<file path="src/rtl/pipe_stage_reg.sv">
// Two-entry pipeline stage register with a skid buffer, synchronous flush and a
// saturating stall-cycle counter. readyOut comes from registered state only.
module pipe_stage_reg #(
    parameter int DATA_W = 32,
    parameter int CTRL_W = 8,
    parameter int CNT_W  = 16
) (
    input  logic              clk,
    input  logic              resetN,
    input  logic              flush,
    input  logic              clrStat,
    input  logic              validIn,
    output logic              readyOut,
    input  logic [DATA_W-1:0] dataIn,
    input  logic [CTRL_W-1:0] ctrlIn,
    output logic              validOut,
    input  logic              readyIn,
    output logic [DATA_W-1:0] dataOut,
    output logic [CTRL_W-1:0] ctrlOut,
    output logic [CNT_W-1:0]  stallCnt
);

    localparam logic [1:0] EMPTY = 2'd0;
    localparam logic [1:0] ONE   = 2'd1;
    localparam logic [1:0] FULL  = 2'd2;

    logic [1:0]        state, stateNext;
    logic [DATA_W-1:0] mainData, skidData;
    logic [CTRL_W-1:0] mainCtrl, skidCtrl;
    logic              accept, emit;
    logic              loadMainIn, loadMainSkid, loadSkid;

    assign readyOut = (state != FULL);
    assign validOut = (state != EMPTY);
    assign accept   = validIn && readyOut;
    assign emit     = validOut && readyIn;

    always_comb begin
        // NOTE: every output of this block gets a default first so no path leaves it unassigned (which would infer a latch).
        stateNext    = state;
        loadMainIn   = 1'b0;
        loadMainSkid = 1'b0;
        loadSkid     = 1'b0;
        case (state)
            EMPTY: begin
                if (accept) begin
                    stateNext  = ONE;
                    loadMainIn = 1'b1;
                end
            end
            ONE: begin
                if (accept && emit) begin
                    loadMainIn = 1'b1;
                end else if (accept) begin
                    stateNext = FULL;
                    loadSkid  = 1'b1;
                end else if (emit) begin
                    stateNext = EMPTY;
                end
            end
            FULL: begin
                if (emit) begin
                    stateNext    = ONE;
                    loadMainSkid = 1'b1;
                end
            end
            default: stateNext = EMPTY;
        endcase
        // Flush wins over everything, including a same-cycle accept.
        if (flush) begin
            stateNext    = EMPTY;
            loadMainIn   = 1'b0;
            loadMainSkid = 1'b0;
            loadSkid     = 1'b0;
        end
    end

    // NOTE: sequential state uses non-blocking assignments so all registers update together at the edge.
    always_ff @(posedge clk or negedge resetN) begin
        if (!resetN) begin
            state <= EMPTY;
        end else begin
            state <= stateNext;
        end
    end

    // NOTE: payload registers are reset only because dataOut must read zero during reset; otherwise they would not need it.
    always_ff @(posedge clk or negedge resetN) begin
        if (!resetN) begin
            mainData <= '0;
            mainCtrl <= '0;
            skidData <= '0;
            skidCtrl <= '0;
        end else begin
            if (loadMainIn) begin
                mainData <= dataIn;
                mainCtrl <= ctrlIn;
            end else if (loadMainSkid) begin
                mainData <= skidData;
                mainCtrl <= skidCtrl;
            end
            if (loadSkid) begin
                skidData <= dataIn;
                skidCtrl <= ctrlIn;
            end
        end
    end

    always_ff @(posedge clk or negedge resetN) begin
        if (!resetN) begin
            stallCnt <= '0;
        end else if (clrStat) begin
            stallCnt <= '0;
        end else if (validOut && !readyIn && (stallCnt != '1)) begin
            stallCnt <= stallCnt + 1'b1;
        end
    end

    assign dataOut = mainData;
    assign ctrlOut = validOut ? mainCtrl : '0;

endmodule

</file>
<file path="config.mk">
export PLATFORM = sky130hd
export DESIGN_NAME = pipe_stage_reg
export DESIGN_NICKNAME = d
export VERILOG_FILES = /design/src/rtl/pipe_stage_reg.sv
export SDC_FILE = /design/constraint.sdc
export NUM_CORES = 1
export LEC_CHECK = 0
export CAP_MARGIN = 20
export CORE_UTILIZATION = 41
export CTS_CLUSTER_DIAMETER = 50
export DETAILED_ROUTE_END_ITERATION = 10
export PLACE_DENSITY = 0.72
export SYNTH_ARGS = -nofsm -noshare
export SYNTH_HDL_FRONTEND = slang
export SYNTH_SLANG_ARGS = --single-unit
</file>
<file path="constraint.sdc">
create_clock -name clk -period 2 [get_ports clk]
set_clock_uncertainty 0.1 [all_clocks]
set_input_delay 0.4 -clock clk [delete_from_list [all_inputs] [get_ports clk]]
set_output_delay 0.4 -clock clk [all_outputs]
set_load 0.01 [all_outputs]
</file>
# After elaboration in Yosys (flattened, before gate mapping)
# Cells that the tools add are included.
# classes
n_reduce_logical,11
shifts,0
n_lt_le_gt_ge,0
div,0
n_bitwise,0
eq_ne,8
n_mul,0
mux,24
n_addsub,1
# op_table
operator,count
$mux W32,2
$mux W16,2
$mux W8,3
$add A16 B1 Y16 const B,1
$ne A16 B16 Y1 const B,1
$mux W2,6
$mux W1,9
$ne A3 B3 Y1 const B,3
$pmux W2 S3,1
$reduce_bool A2 Y1,3
$logic_and A1 B1 Y1,5
$ne A4 B4 Y1 const B,1
$reduce_and A4 Y1,1
$eq A2 B1 Y1 const B,1
$eq A2 B2 Y1 const B,1
$logic_not A2 Y1,1
$ne A2 B2 Y1 const B,1
$pmux W1 S2,1
$logic_not A1 Y1,1
# totals
regBits,98
elab_cells,50
romBits,0
mem_count,0
input_bits,46
ramBits,0
latch_bits,0
output_inout_bits,58

# Logic depth before layout (Yosys ltp)
# Gate-level depths: netlist (run 1).
# logic_depth
ltp_word,7
ltp_mapped,5
mapped_depth_nobuf,5

# Worst setup path before layout (run 1)
# Ideal clock, no wire load.
# synth_path
path_kind,input-to-reg
startpoint,input port readyIn
endpoint,register stallCnt[13]
t_arrival_ps,1502
setup_ps,125
cell_stages,5
path_buffers,1
path_slack_ps,273
cell_sequence,buf_2 -> o21ba_4 -> nand4_4 -> nor4_1 -> mux2_2
# synth_via
elab_chain_cells,4
# synth_lines
element,line,text
start: declaration,17,"input logic readyIn,"
$logic_not A1 Y1,114,end else if (validOut && !readyIn && (stallCnt != '1)) begin
$logic_and A1 B1 Y1 (2 in a row),114,
$reduce_bool A2 Y1 (no source line),n/a,
end signal: assignment,115,stallCnt <= stallCnt + 1'b1;
end: declaration,20,output logic [CNT_W-1:0] stallCnt
# No other way between the ends.
# A chain may end at the register's enable or synchronous reset.

# Worst setup path in the final report (run 1)
# layout_path
startpoint,register stallCnt[8]
endpoint,output port stallCnt[8]
# No word-level cell between the ends.

==> summary.md, run 1 <==
| Metric | Value |
|---|---|
| Status | completed |
| IO buf count | roughly 100 |
| Num ports | 104 |
| DR vias/cell | about 5.2 |
| Psw | 1.30 mW |
| Row count | 37 |
| Share of layout cells above drive strength 1 | 19.8% |
| CTS Buf Count | 9 |
| Internal | 3.60 mW |
| Startpoint types | flip-flop |
| GP Congestion | 0.824 |
| Worst hold path type | reg2reg |
| Routed Antenna Nets | 0 |
| Inserted Diodes | 0 |
| Max-slew violations | 0 |
| Synth Cell Area | 4490 um2 |
| Crit path time final | about 1900 ps |
| Synth Area per Inst | 11.7 um2 |
| Drt wl/cell | 15.4 um |
| First-pass GRT wire length | about 16,000 um |
| CTS tree | done |
| Count of state elements after synthesis | 98 |
| Seq pwr share | a little over half |
| DRC | 0 |
| Final setup violation count | 0 |
| Finished layout cell area | slightly above 6000 um2 |
| Tcrit/Tclk final | 95.8% |
| Max cap viols | 0 |
| Syn nets | 430 |
| Routed via count | between 3,000 and 4,000 |
| EDFF count, synth | 0 |
| Sequential area share after synthesis | 54.6% |
| Final core utilization | 58.1% |
| Crit-path max FO | 7 |
| Clk pwr share | 25.7% |
| Initial DRC Count | 147 |
| Die W | between 100 and 150 um |
| Root buffer cell | clkbuf_8 |
| Critical Path Max Stage Delay | 540 ps |
| Setup Fix Bufs, Post-CTS | 0 |
| Slowest CP cell | clkdlybuf4s50_1 |
| Fmax | 522 MHz |
| Async SR Flop Fraction | 100% |
| GR Overflow Total | 0 |
| Synth unique cells | 43 |
| Combinational fraction of design power | 21.9% |
| Final net count | approximately 550 |
| Latest clock arrival within the worst-skew pair | 350 ps |
| Kind of critical path | reg2out |
| GRT Total Usage | 18.2% |
| Area Overhead vs Synth | 35.3% |
| Antenna violations before repair | 0 |
| Peak VDD IR | 0.000416 V |
| Top_reg_cell synth | dfrtp_1 |
| RSZ-0062 raised after global routing | no |
| Top-count cell post-synth | dfrtp_1 |
| Synth area leaders | dfrtp_1, mux2_2, mux2i_1 |
| Final Hold Viols | 0 |
| Synth Instances | ~380 |
| Deepest clock path buffer count | 2 |
| Commonest cells in the netlist | dfrtp_1, a21oi_1, nor2_1 |
| Setup tns final | 0 ps |
| Yosys warns | 0 |
| Die ar. | 11,400 um2 |
| Critical path required time | 1500 ps |
| Detailed-placement wirelength estimate | 6860 um |
| Critical Path, Cell by Cell | buf_4 > clkdlybuf4s50_1 |
| Core Region | 10,500 um2 |
| Worst-path clk slew | about 100 ps |
| Pwr Total | a little under 5 mW |
| Slew @ Worst Pin | between 400 and 500 ps |
| Clock sink count | around 100 |
| Drt pass-1 iters | 4 |
| Final WL | just under 10,000 um |
| Vias in the first global route | 3,374 |
| Leading area contributor after synthesis | dfrtp_1 |
| CP Capture Type | output port |
| Die Height | about 110 um |
| Placed Area | 5870 um2 |
| Pwr Density | 805 nW/um2 |
| Top cell type's share of synthesized area | 54.6% |
| Initial core utilization | 42.9% |
| Slew margin rel. | 69.5% |
| Static leakage | 2.48 nW |
| Largest net degree at the start of global routing | between 40 and 50 |
| CTS H-tree lvls | 3 |
| Critical Path AT | ~1400 ps |
| Switching Fraction | 26.5% |
==> cells by family (layout without fill, tap and decap cells) <==
family | count (synthesis) | after routing | share of synthesized area [%]
AO/OA/AOI/OAI | 70 | 70 | 9.11
flip-flops | 98 | 98 | 54.6
AND/OR/NAND/NOR | 105 | 105 | 13.1
buffers and inverters | 24 | 150 | 2.81
adder cells (fa/ha/maj) | 1 | 1 | 0.278
multiplexers | 85 | 85 | 20.2
==> layer usage <==
layer  up-vias  share of wire [%]  GRT usage (%)
met2        85                 49           29.2
met5         -                  0              0
met1      1676                 44           24.1
met4         0                2.5           8.51
met3        18                3.7           3.04
li1       1604                  -              -
==> worst max-delay path: cells and delay by family (launching register included) <==
family,cells,cell delay (ps)
buffers and inverters,2,690
flip-flops,1,380
==> power groups by stage <==
| stage | combinational [mW] | sequential [mW] | clock, mW |
|---|---|---|---|
| finish | 1.07 | 2.57 | 1.26 |
| global route | 1.17 | 2.62 | 1.39 |
| CTS | 1.08 | 2.57 | 1.31 |
| detailed placement | 1.09 | 2.61 | 0 |
| global placement | 1.06 | 2.58 | 0 |
| floorplan | 0.481 | 2.61 | 0 |
==> layout by cell type, fill, tap and decap left out, drive strengths merged, types with 2 or more instances in the layout <==
cell and instances:
nor2b 11, mux2i 41, nor2 49, mux2 44
nand2 8, o21ai 3, dlygate4sd2 4, clkbuf 9
clkdlybuf4s15 6, nand4 5, clkinv 2, or4 8
buf 27, a21oi 53, a211oi 3, nor3b 3
and2 2, nand3 3, nor3 4, inv 7
clkdlybuf4s50 92, dfrtp 98, o31ai 6, nand2b 4
nor4 2
==> final cells by class <==
class | count | area (um2)
inverter | 5 | 18.8
tap | 136 | 170
multi-input combinational | 261 | 1940
timing repair buffer | 130 | 1310
clock inverter | 6 | 65.1
sequential | 98 | 2450
clock buffer | 9 | 124
fill | 909 | 4380
==> metrics by stage <==
| step | instances | setup slack (ps) | hold slack [ps] |
|---|---|---|---|
| after detailed placement | 629 | -195 | 285 |
| after CTS | 645 | 19.1 | 417 |
| after global routing | 645 | 0.976 | 426 |
| final | 645 | 83.8 | 414 |
| after floorplan | 383 | 273 | 4.41 |
| after global placement | 629 | -162 | 281 |
==> final timing paths <==
check                                  start           end  slack (ps)  depth (start not counted)
worst max-delay path             stallCnt[8]   stallCnt[8]          80                          2
worst min-delay path            skidData[15]  skidData[15]         410                          1
worst max register to register      state[0]   dataOut[29]         180                          6
worst min register to register  skidData[15]  skidData[15]         410                          1
max in group asynchronous             resetN   dataOut[18]         780                          3
min in group asynchronous             resetN   stallCnt[6]         450                          2
==> state kept, by name, summed over array words and instances (netlist names) <==
register	flops
dataOut	32
skidData	32
mainCtrl	8
skidCtrl	8
state	2
stallCnt	16
==> what timing repair did <==
| action | 4_1_cts | 5_1_grt |
|---|---|---|
| endpoints found under the setup margin | 10 | 8 |
| hold endpoints to repair | 29 | 0 |
| pin swaps | 0 | 1 |
| resized for setup | 13 | 7 |
| cloned | 0 | 0 |
| hold buffers | 1 | 0 |
Note: power is estimated with default switching activity, not from simulation.
==> run 2: changes to the inputs <==
Settings changed: REMOVE_ABC_BUFFERS set to 1.
==> run 2 against run 1 <==
Net effect:
- routed wire length down 2.8%
- power down 0.28%
- hold slack worse by 28 ps
==> summary.md, run 2 (synthesis results as in run 1) <==
| Metric | Value |
|---|---|
| Slew @ Worst Pin | 443 ps (-13.3 ps) |
| Critical Path, Cell by Cell | nor2_2 > buf_6 > buf_6 > nor2b_1 > dlygate4sd2_1 |
| Critical path required time | 1500 ps (about the same) |
| Crit-path max FO | 5 (-2) |
| Detailed-placement wirelength estimate | 6760 um (-1.4%) |
| Top Metal Used | met4 |
| Switching Fraction | 26.9% (+0.35 points) |
| GR Overflow Total | 0 (unchanged) |
| Kind of critical path | reg2out |
| Final net count | 560 (+1.4%) |
| Final WL | 9620 um (-2.8%) |
| Share of layout cells above drive strength 1 | 22.0% (+2.2 points) |
| Row count | 37 (unchanged) |
| Root buffer cell | clkbuf_8 |
| Largest net degree at the start of global routing | 51 (+24%) |
| Metal3 WL | 559 um (+52%) |
| Psw | 1.31 mW (+1.0%) |
| Die ar. | 11,400 um2 (unchanged) |
| GP Congestion | 0.899 (+9.0%) |
| CP Capture Type | output port |
| Final Hold Viols | 0 (unchanged) |
| IO buf count | 103 (unchanged) |
| Drt wl/cell | 14.7 um (-4.2%) |
| Max cap viols | 0 (unchanged) |
| Post-Layout Cell Count | 654 (+1.4%) |
| Startpoint types | flip-flop |
| Met1 Wirelength | 4320 um (-1.9%) |
| Largest delay share family, worst path | buffers and inverters |
| Area Overhead vs Synth | 37.6% |
| First-pass GRT wire length | 16,100 um (-0.72%) |
| DRC | 0 (unchanged) |
| Max-slew violations | 0 (unchanged) |
| Worst-path clk slew | 100 ps (about the same) |
| CTS tree | done |
| Num ports | 104 (unchanged) |
| Final setup violation count | 0 (unchanged) |
| Inserted Diodes | 0 (unchanged) |
| Slew margin rel. | 70.3% (+0.72 points) |
| Tcrit/Tclk final | 97.3% (+1.5 points) |
| Hold slack | 386 ps (-28.0 ps) |
| WP buf/inv | 3 (+1) |
| Routed via count | 3,354 (-0.86%) |
| Die Height | 107 um (unchanged) |
| Critical Path Max Stage Delay | 400 ps (-140 ps) |
| Pwr Density | 789 nW/um2 (-2.0%) |
| Placed cell count | 634 (+0.79%) |
| CTS H-tree lvls | 3 (unchanged) |
| GRT Total Usage | 18.0% (-0.16 points) |
| Routed Antenna Nets | 0 (unchanged) |
| Status | completed |
| Final setup margin | 53.1 ps (-30.7 ps) |
| Finished layout cell area | 6180 um2 (+1.7%) |
| Seq pwr share | 52.5% (about the same) |
| Leading cell type in the layout, fill and taps excluded | dfrtp_1 |
| Vias in the first global route | 3,362 (-0.36%) |
| Peak VDD IR | 0.000522 V (+25%) |
| Clock sink count | 98 (unchanged) |
| Clk pwr share | 25.4% (-0.3 points) |
| Met2 WL | 4640 um (-5.0%) |
| Placed Area | 5950 um2 (+1.3%) |
| Worst hold path type | in2async |
| Crit path time final | 1950 ps (+30.7 ps) |
| Die W | 107 um (unchanged) |
| Internal | 3.57 mW (-0.75%) |
| Crit-path most repeated cell | buf_6 |
| Combinational fraction of design power | 22.1% (+0.2 points) |
| Core Region | 10,500 um2 (unchanged) |
| Deepest clock path buffer count | 2 (unchanged) |
| Setup WS pre-CTS | -108 ps (+87.3 ps) |
| Static leakage | 2.53 nW (+2.0%) |
| CTS Buf Count | 9 (unchanged) |
| Slowest CP cell | dfrtp_1 |
| Critical Path AT | 1450 ps (+30 ps) |
| Final core utilization | 59.1% (+1.0 points) |
| Drt pass-1 iters | 4 (unchanged) |
| DR vias/cell | 5.13 (-2.2%) |
| Fmax | 514 MHz (-1.6%) |
| Initial DRC Count | 118 (-20%) |
| Most frequent cells in the layout | dfrtp_1, clkdlybuf4s50_1, a21oi_1, nor2_1, mux2_2 |
| Latest clock arrival within the worst-skew pair | 360 ps (about the same) |
| Antenna violations before repair | 0 (unchanged) |
| Initial core utilization | 42.9% (unchanged) |
## run 2: cell types whose count changed in the layout (fill, tap and decap cells not counted), moves of 2 or more
| cell | change |
|---|---|
| buf_12 | +4 |
| buf_4 | +3 |
| clkbuf_2 | +2 |
| clkbuf_8 | +2 |
| clkdlybuf4s15_1 | -3 |
| clkinv_2 | -2 |
| inv_6 | +2 |
## run 2: timing repair
item	in CTS	in global routing
pin swaps	0	1
endpoints found under the setup margin	10	10
hold buffers	1	0
buffers inserted	2	1
gates resized for setup	11	12
hold endpoints to repair	24	0
## run 2: through the flow
| step | total power, mW | setup TNS (ps) |
|---|---|---|
| after floorplan | 3.09 | -84900 |
| after global placement | 3.64 | -4970 |
| after detailed placement | 3.70 | -5800 |
| after CTS | 4.94 | 0 |
| after global routing | 5.17 | -77.0 |
| final | 4.88 | 0 |
## run 2: worst paths after layout
kind | cells after the start | slack, ps | endpoint | startpoint
min in group clk | 1 | 410 | skidCtrl[3] | skidCtrl[3]
setup reg to reg | 6 | 100 | skidData[17] | state[1]
setup / recovery | 5 | 50 | ctrlOut[6] | state[1]
hold / removal | 2 | 390 | stallCnt[14] | resetN
hold reg to reg | 1 | 410 | skidCtrl[3] | skidCtrl[3]
max in group asynchronous | 3 | 800 | dataOut[27] | resetN
## run 2: layout make-up
type                       instances  area, um2
fill                             931       4280
sequential                        98       2450
multi-input combinational        261       1940
timing repair buffer             138       1410
tap                              136        170
clock buffer                      11        151
clock inverter                     5       42.5
inverter                           5       18.8
## run 2: power by group through the flow
stage          Combinational (mW)  Clock, mW  Sequential (mW)
6_report                     1.08       1.24             2.56
5_1_grt                      1.18       1.37             2.62
2_1_floorplan               0.475          0             2.61
3_3_place_gp                 1.06          0             2.58
4_1_cts                      1.09       1.28             2.57
3_5_place_dp                 1.09          0             2.60
## run 2: layer usage
| metal | global-route usage, % | vias to the layer above |
|---|---|---|
| met3 | 3.59 | 10 |
| met5 | 0 | - |
| met2 | 30.0 | 95 |
| met4 | 6.07 | 0 |
| li1 | - | 1625 |
| met1 | 23.6 | 1624 |
==> RTL edit 1, RTL diff (settings of run 1) <==
Put one more register stage on the output `stallCnt`, with the module's reset. The value now appears one clock later. The other outputs are not delayed to match.
--- a/src/rtl/pipe_stage_reg.sv
+++ b/src/rtl/pipe_stage_reg.sv
@@ -24,4 +24,6 @@
     localparam logic [1:0] ONE   = 2'd1;
     localparam logic [1:0] FULL  = 2'd2;
+
+    logic [CNT_W-1:0] stallCnt_s0;
 
     logic [1:0]        state, stateNext;
@@ -109,9 +111,9 @@
     always_ff @(posedge clk or negedge resetN) begin
         if (!resetN) begin
-            stallCnt <= '0;
+            stallCnt_s0 <= '0;
         end else if (clrStat) begin
-            stallCnt <= '0;
-        end else if (validOut && !readyIn && (stallCnt != '1)) begin
-            stallCnt <= stallCnt + 1'b1;
+            stallCnt_s0 <= '0;
+        end else if (validOut && !readyIn && (stallCnt_s0 != '1)) begin
+            stallCnt_s0 <= stallCnt_s0 + 1'b1;
         end
     end
@@ -120,4 +122,12 @@
     assign ctrlOut = validOut ? mainCtrl : '0;
 
+    always_ff @(posedge clk or negedge resetN) begin
+        if (!resetN) begin
+            stallCnt <= '0;
+        end else begin
+            stallCnt <= stallCnt_s0;
+        end
+    end
+
 endmodule
 
Check against the original RTL: not equivalent (a bounded check fails within 4 cycles, from zero or initial values and one cycle with resetN low).
==> RTL edit 1 against run 1 <==
- the flow now finishes with violations (negative hold slack)
- synthesized cell count increased by 4.2%
- routed wire length increased by 9.3%
- count of clock-buffer cells in the layout increased by 13
- sequential share of layout area increased by 0.72 points
- synthesized area increased by 7.6%
- final area increased by 14%
- sequential cell count increased by 16
- largest cell class unchanged
- fmax increased by 0.65%
- setup slack improved by 12 ps
- hold slack got worse by 460 ps
- power increased by 49%
- highest routed layer unchanged
- critical path type unchanged
==> RTL edit 1: results (changes against run 1) <==
Run status
  – Status: complete, but fails checks (was finished clean)
  – Violated checks: negative hold slack

Timing
  – Final Hold Viols: 36 (was 0)
  – Worst slew pin tran: 624 ps (was 457 ps)
  – Hold Slack: -44.3 ps (was 414 ps)

Min path
  – Worst Hold Class: input pin to asynchronous set/reset pin (was register to register)

Final layout
  – Fin nets: 580 (was 552)
  – Share of cells above drive strength 1: 0.211 (was 0.198)

Power
  – Peak supply drop: 0.000750 V (was 0.000416 V)
  – Comb pwr share: 0.145 (was 0.219)
  – Flop pwr share: 0.398 (was 0.524)
  – Total leakage power: 2.92 nW (was 2.48 nW)

Global route
  – First-pass GRT wire length: 18500 um (was 16200 um)
  – Largest net degree at the start of global routing: 115 (was 41)
  – All-layer global routing usage: 0.193 (was 0.182)

Detailed routing
  – DRT Pass-1 Iters: 7 (was 4)
  – Starting DRC count in detailed routing: 132 (was 147)
  – Vias/cell: 5.16 (was 5.24)

Placement
  – Placed insts: 651 (was 629)
  – GPL Wtd Cong: 0.785 (was 0.824)

Clock tree
  – # H-tree levels: 4 (was 3)

Setup path
  – CP endpoint: readyOut (was stallCnt[8])
  – Reg2reg setup slack: 110 ps (was 180 ps)
  – Worst path arrival time: 1400 ps (was 1420 ps)
  – Max FO, Critical Path: 3 (was 7)

Logic synthesis
  – Compound-cell area share of the yosys netlist: 0.0846 (was 0.0911)
  – Synth Area in Adders: 0.00259 (was 0.00278)
  – Mean post-synth cell area: 12.1 um^2 (was 11.7 um^2)
  – Syn_nets: 446 (was 430)
  – Post-synthesis sequential area ratio: 0.590 (was 0.546)
  – Main area contributors after synthesis: dfrtp_1 (59%), mux2i_1 (8.5%), mux2_2 (6.5%) (was dfrtp_1 (55%), mux2_2 (11%), mux2i_1 (9.1%))
  – Multiplexer share of the synthesized area: 0.178 (was 0.202)
## RTL edit 1: cell count changes after synthesis, sizes merged, moves of 2 or more
cell | run 1 | this run
or3 | 1 | 7
dfrtp | 98 | 114
o21ai | 3 | 5
nor2 | 49 | 44
mux2 | 44 | 40
nand3 | 3 | 5
a21oi | 53 | 55
and3 | 1 | 3
nor2b | 11 | 9
nor4 | 2 | 4
or4 | 8 | 6
## RTL edit 1: metrics by stage
| stage | total power [mW] | hold WS [ps] | instance area [um^2] | utilization | setup slack (ps) |
|---|---|---|---|---|---|
| final | 7.32 | -44.3 | 6940 | 0.605 | 96.1 |
| after global routing | 7.64 | 27.0 | 6940 | 0.605 | 22.6 |
| after CTS | 7.41 | 0.561 | 6940 | 0.605 | 1.36 |
| after detailed placement | 4.02 | 322 | 6240 | 0.544 | -245 |
| after global placement | 3.96 | 312 | 6240 | 0.544 | -185 |
| after floorplan | 3.41 | 4.41 | 4840 | - | 307 |
## RTL edit 1: timing repair
item | in CTS | in global routing
buffers inserted | 4 | 1
pin swaps | 1 | 0
gates resized for setup | 25 | 12
setup endpoints to repair | 10 | 17
cloned | 0 | 1
## RTL edit 1: area by class of cell
type                    count  area, um^2  share of cell area
flip-flops and latches    114        2850               0.411
inverters                   6        22.5             0.00324
repair buffers            135        1330               0.191
clock inverters            10         178              0.0256
well taps                 143         179              0.0258
multi-input cells         259        1900               0.274
clock buffers              22         484              0.0697
## RTL edit 1: per-layer routing
metal	global-route usage	vias up	routed length, um
met1	0.230	1732	4700
met2	0.321	94	5430
met4	0.0916	0	225
met5	0	-	0
li1	-	1704	-
met3	0.0560	22	472
## RTL edit 1: worst max-delay path, stage by stage, from the launching register on
cell	delay (ps)
dfrtp_1	400
buf_4	140
nand2b_2	210
clkdlybuf4s15_1	240
==> RTL edit 2, RTL diff (config.mk and constraints of run 1) <==
Made on the original files. `DATA_W`: 32 -> 28.
--- a/src/rtl/pipe_stage_reg.sv
+++ b/src/rtl/pipe_stage_reg.sv
@@ -2,5 +2,5 @@
 // saturating stall-cycle counter. readyOut comes from registered state only.
 module pipe_stage_reg #(
-    parameter int DATA_W = 32,
+    parameter int DATA_W = 28,
     parameter int CTRL_W = 8,
     parameter int CNT_W  = 16
Ports: changed (resized dataIn and dataOut); port bits go from 104 to 96. The function was not compared with the original's and may differ.
==> RTL edit 2 against run 1 <==
- power down 5.6%
- via count down 8.4%
- routed wire length fell by 11%
- sequential cell count down 8
- setup slack got worse by 18 ps
- synthesized area decreased by 8.0%
- synthesized cell count decreased by 6.0%
- final area shrank 7.1%
- sequential power decreased by 8.9%
- critical path depth shrank 1
- non-clock buffer count fell by 1
- clock power is 5% higher
- critical path type unchanged
- critical endpoint is now stallCnt[15]
==> RTL edit 2: results (changes against run 1) <==
Run status
  – Status: finished clean (unchanged)

Clock tree
  – Post-CTS setup buffer count: 3 (was 0)
  – Post-CTS sizing: 9 (was 13)

Min path
  – Worst Hold Class: input pin to asynchronous set/reset pin (was register to register)

Logic synthesis
  – Post-synthesis sequential area ratio: 0.545 (was 0.546)
  – Main area contributors after synthesis: dfrtp_1 (55%), mux2_2 (9.0%), mux2i_1 (9.0%) (was dfrtp_1 (55%), mux2_2 (11%), mux2i_1 (9.1%))

Placement
  – GPL Wtd Cong: 0.841 (was 0.824)
  – Port Buf Inserts: 95 (was 103)

Power
  – Sw Share: 0.271 (was 0.265)
  – Total leakage power: 2.34 nW (was 2.48 nW)
  – Peak supply drop: 0.000483 V (was 0.000416 V)
  – Comb pwr share: 0.209 (was 0.219)

Global route
  – First-pass GRT wire length: 14500 um (was 16200 um)
  – Largest net degree at the start of global routing: 55 (was 41)
  – All-layer global routing usage: 0.179 (was 0.182)
  – Met3 Resource Use GR: 0.0369 (was 0.0304)

Detailed routing
  – Starting DRC count in detailed routing: 77 (was 147)
  – Final WL: 8840 um (was 9900 um)

Setup path
  – CP endpoint: stallCnt[15] (was stallCnt[8])
  – Max FO, Critical Path: 8 (was 7)
  – Reg2reg setup slack: 90 ps (was 180 ps)
  – Critical Path Max Stage Delay: 590 ps (was 540 ps)
  – Reg-to-Reg End: stallCnt[6]$_DFFE_PN0P_ (was dataOut[29]$_DFFE_PN0P_)

Final layout
  – Fill count: 864 (was 909)
  – Share of cells above drive strength 1: 0.189 (was 0.198)
[RTL edit 2: cell types whose count changed in the layout (fill, tap and decap cells not counted), moves of 3 or more]
cell	change
clkdlybuf4s15_1	-3
a311oi_1	+3
o31ai_1	-3
and4_1	+3
nor2b_1	+3
or4_1	-5
buf_4	+10
mux2_2	-11
nand2_1	-3
mux2_1	+9
a21oi_1	-7
dfrtp_1	-8
clkdlybuf4s50_1	-8
mux2i_1	-4
[RTL edit 2: through the flow]
| step | worst slack, ps | std cells | power (mW) | instance area (um^2) | setup TNS (ps) |
|---|---|---|---|---|---|
| 3_3_place_gp | -176 | 594 | 3.30 | 5410 | -9100 |
| 5_1_grt | 0.659 | 614 | 4.88 | 5650 | 0 |
| 3_5_place_dp | -249 | 594 | 3.36 | 5410 | -11810 |
| 6_report | 65.9 | 614 | 4.62 | 5650 | 0 |
| 2_1_floorplan | 90.4 | 360 | 2.83 | 4130 | 0 |
| 4_1_cts | 20.4 | 614 | 4.69 | 5650 | 0 |
[RTL edit 2: final cells by class]
type                    instances  area, um^2  share of cell area
clock inverters                 7        95.1              0.0168
flip-flops and latches         90        2250               0.399
multi-input cells             241        1750               0.309
well taps                     133         166              0.0295
repair buffers                129        1240               0.220
clock buffers                   9         124              0.0219
inverters                       5        18.8             0.00332
[RTL edit 2: cell families after synthesis]
group                      after synthesis  share of synthesized area
AOI/OAI and AO/OA                       67                     0.0975
adders and majority gates                1                    0.00303
buffers and inverters                   29                     0.0360
DFF                                     90                      0.545
muxes                                   79                      0.204
and+or+nand+nor                         94                      0.114
[RTL edit 2: layer usage]
metal | wire, um | part of all wire | vias to the layer above
met1 | 4100 | 0.46 | 1499
met4 | 139 | 0.016 | 0
met2 | 4170 | 0.47 | 80
met5 | 0 | 0 | -
met3 | 435 | 0.049 | 12
li1 | - | - | 1509
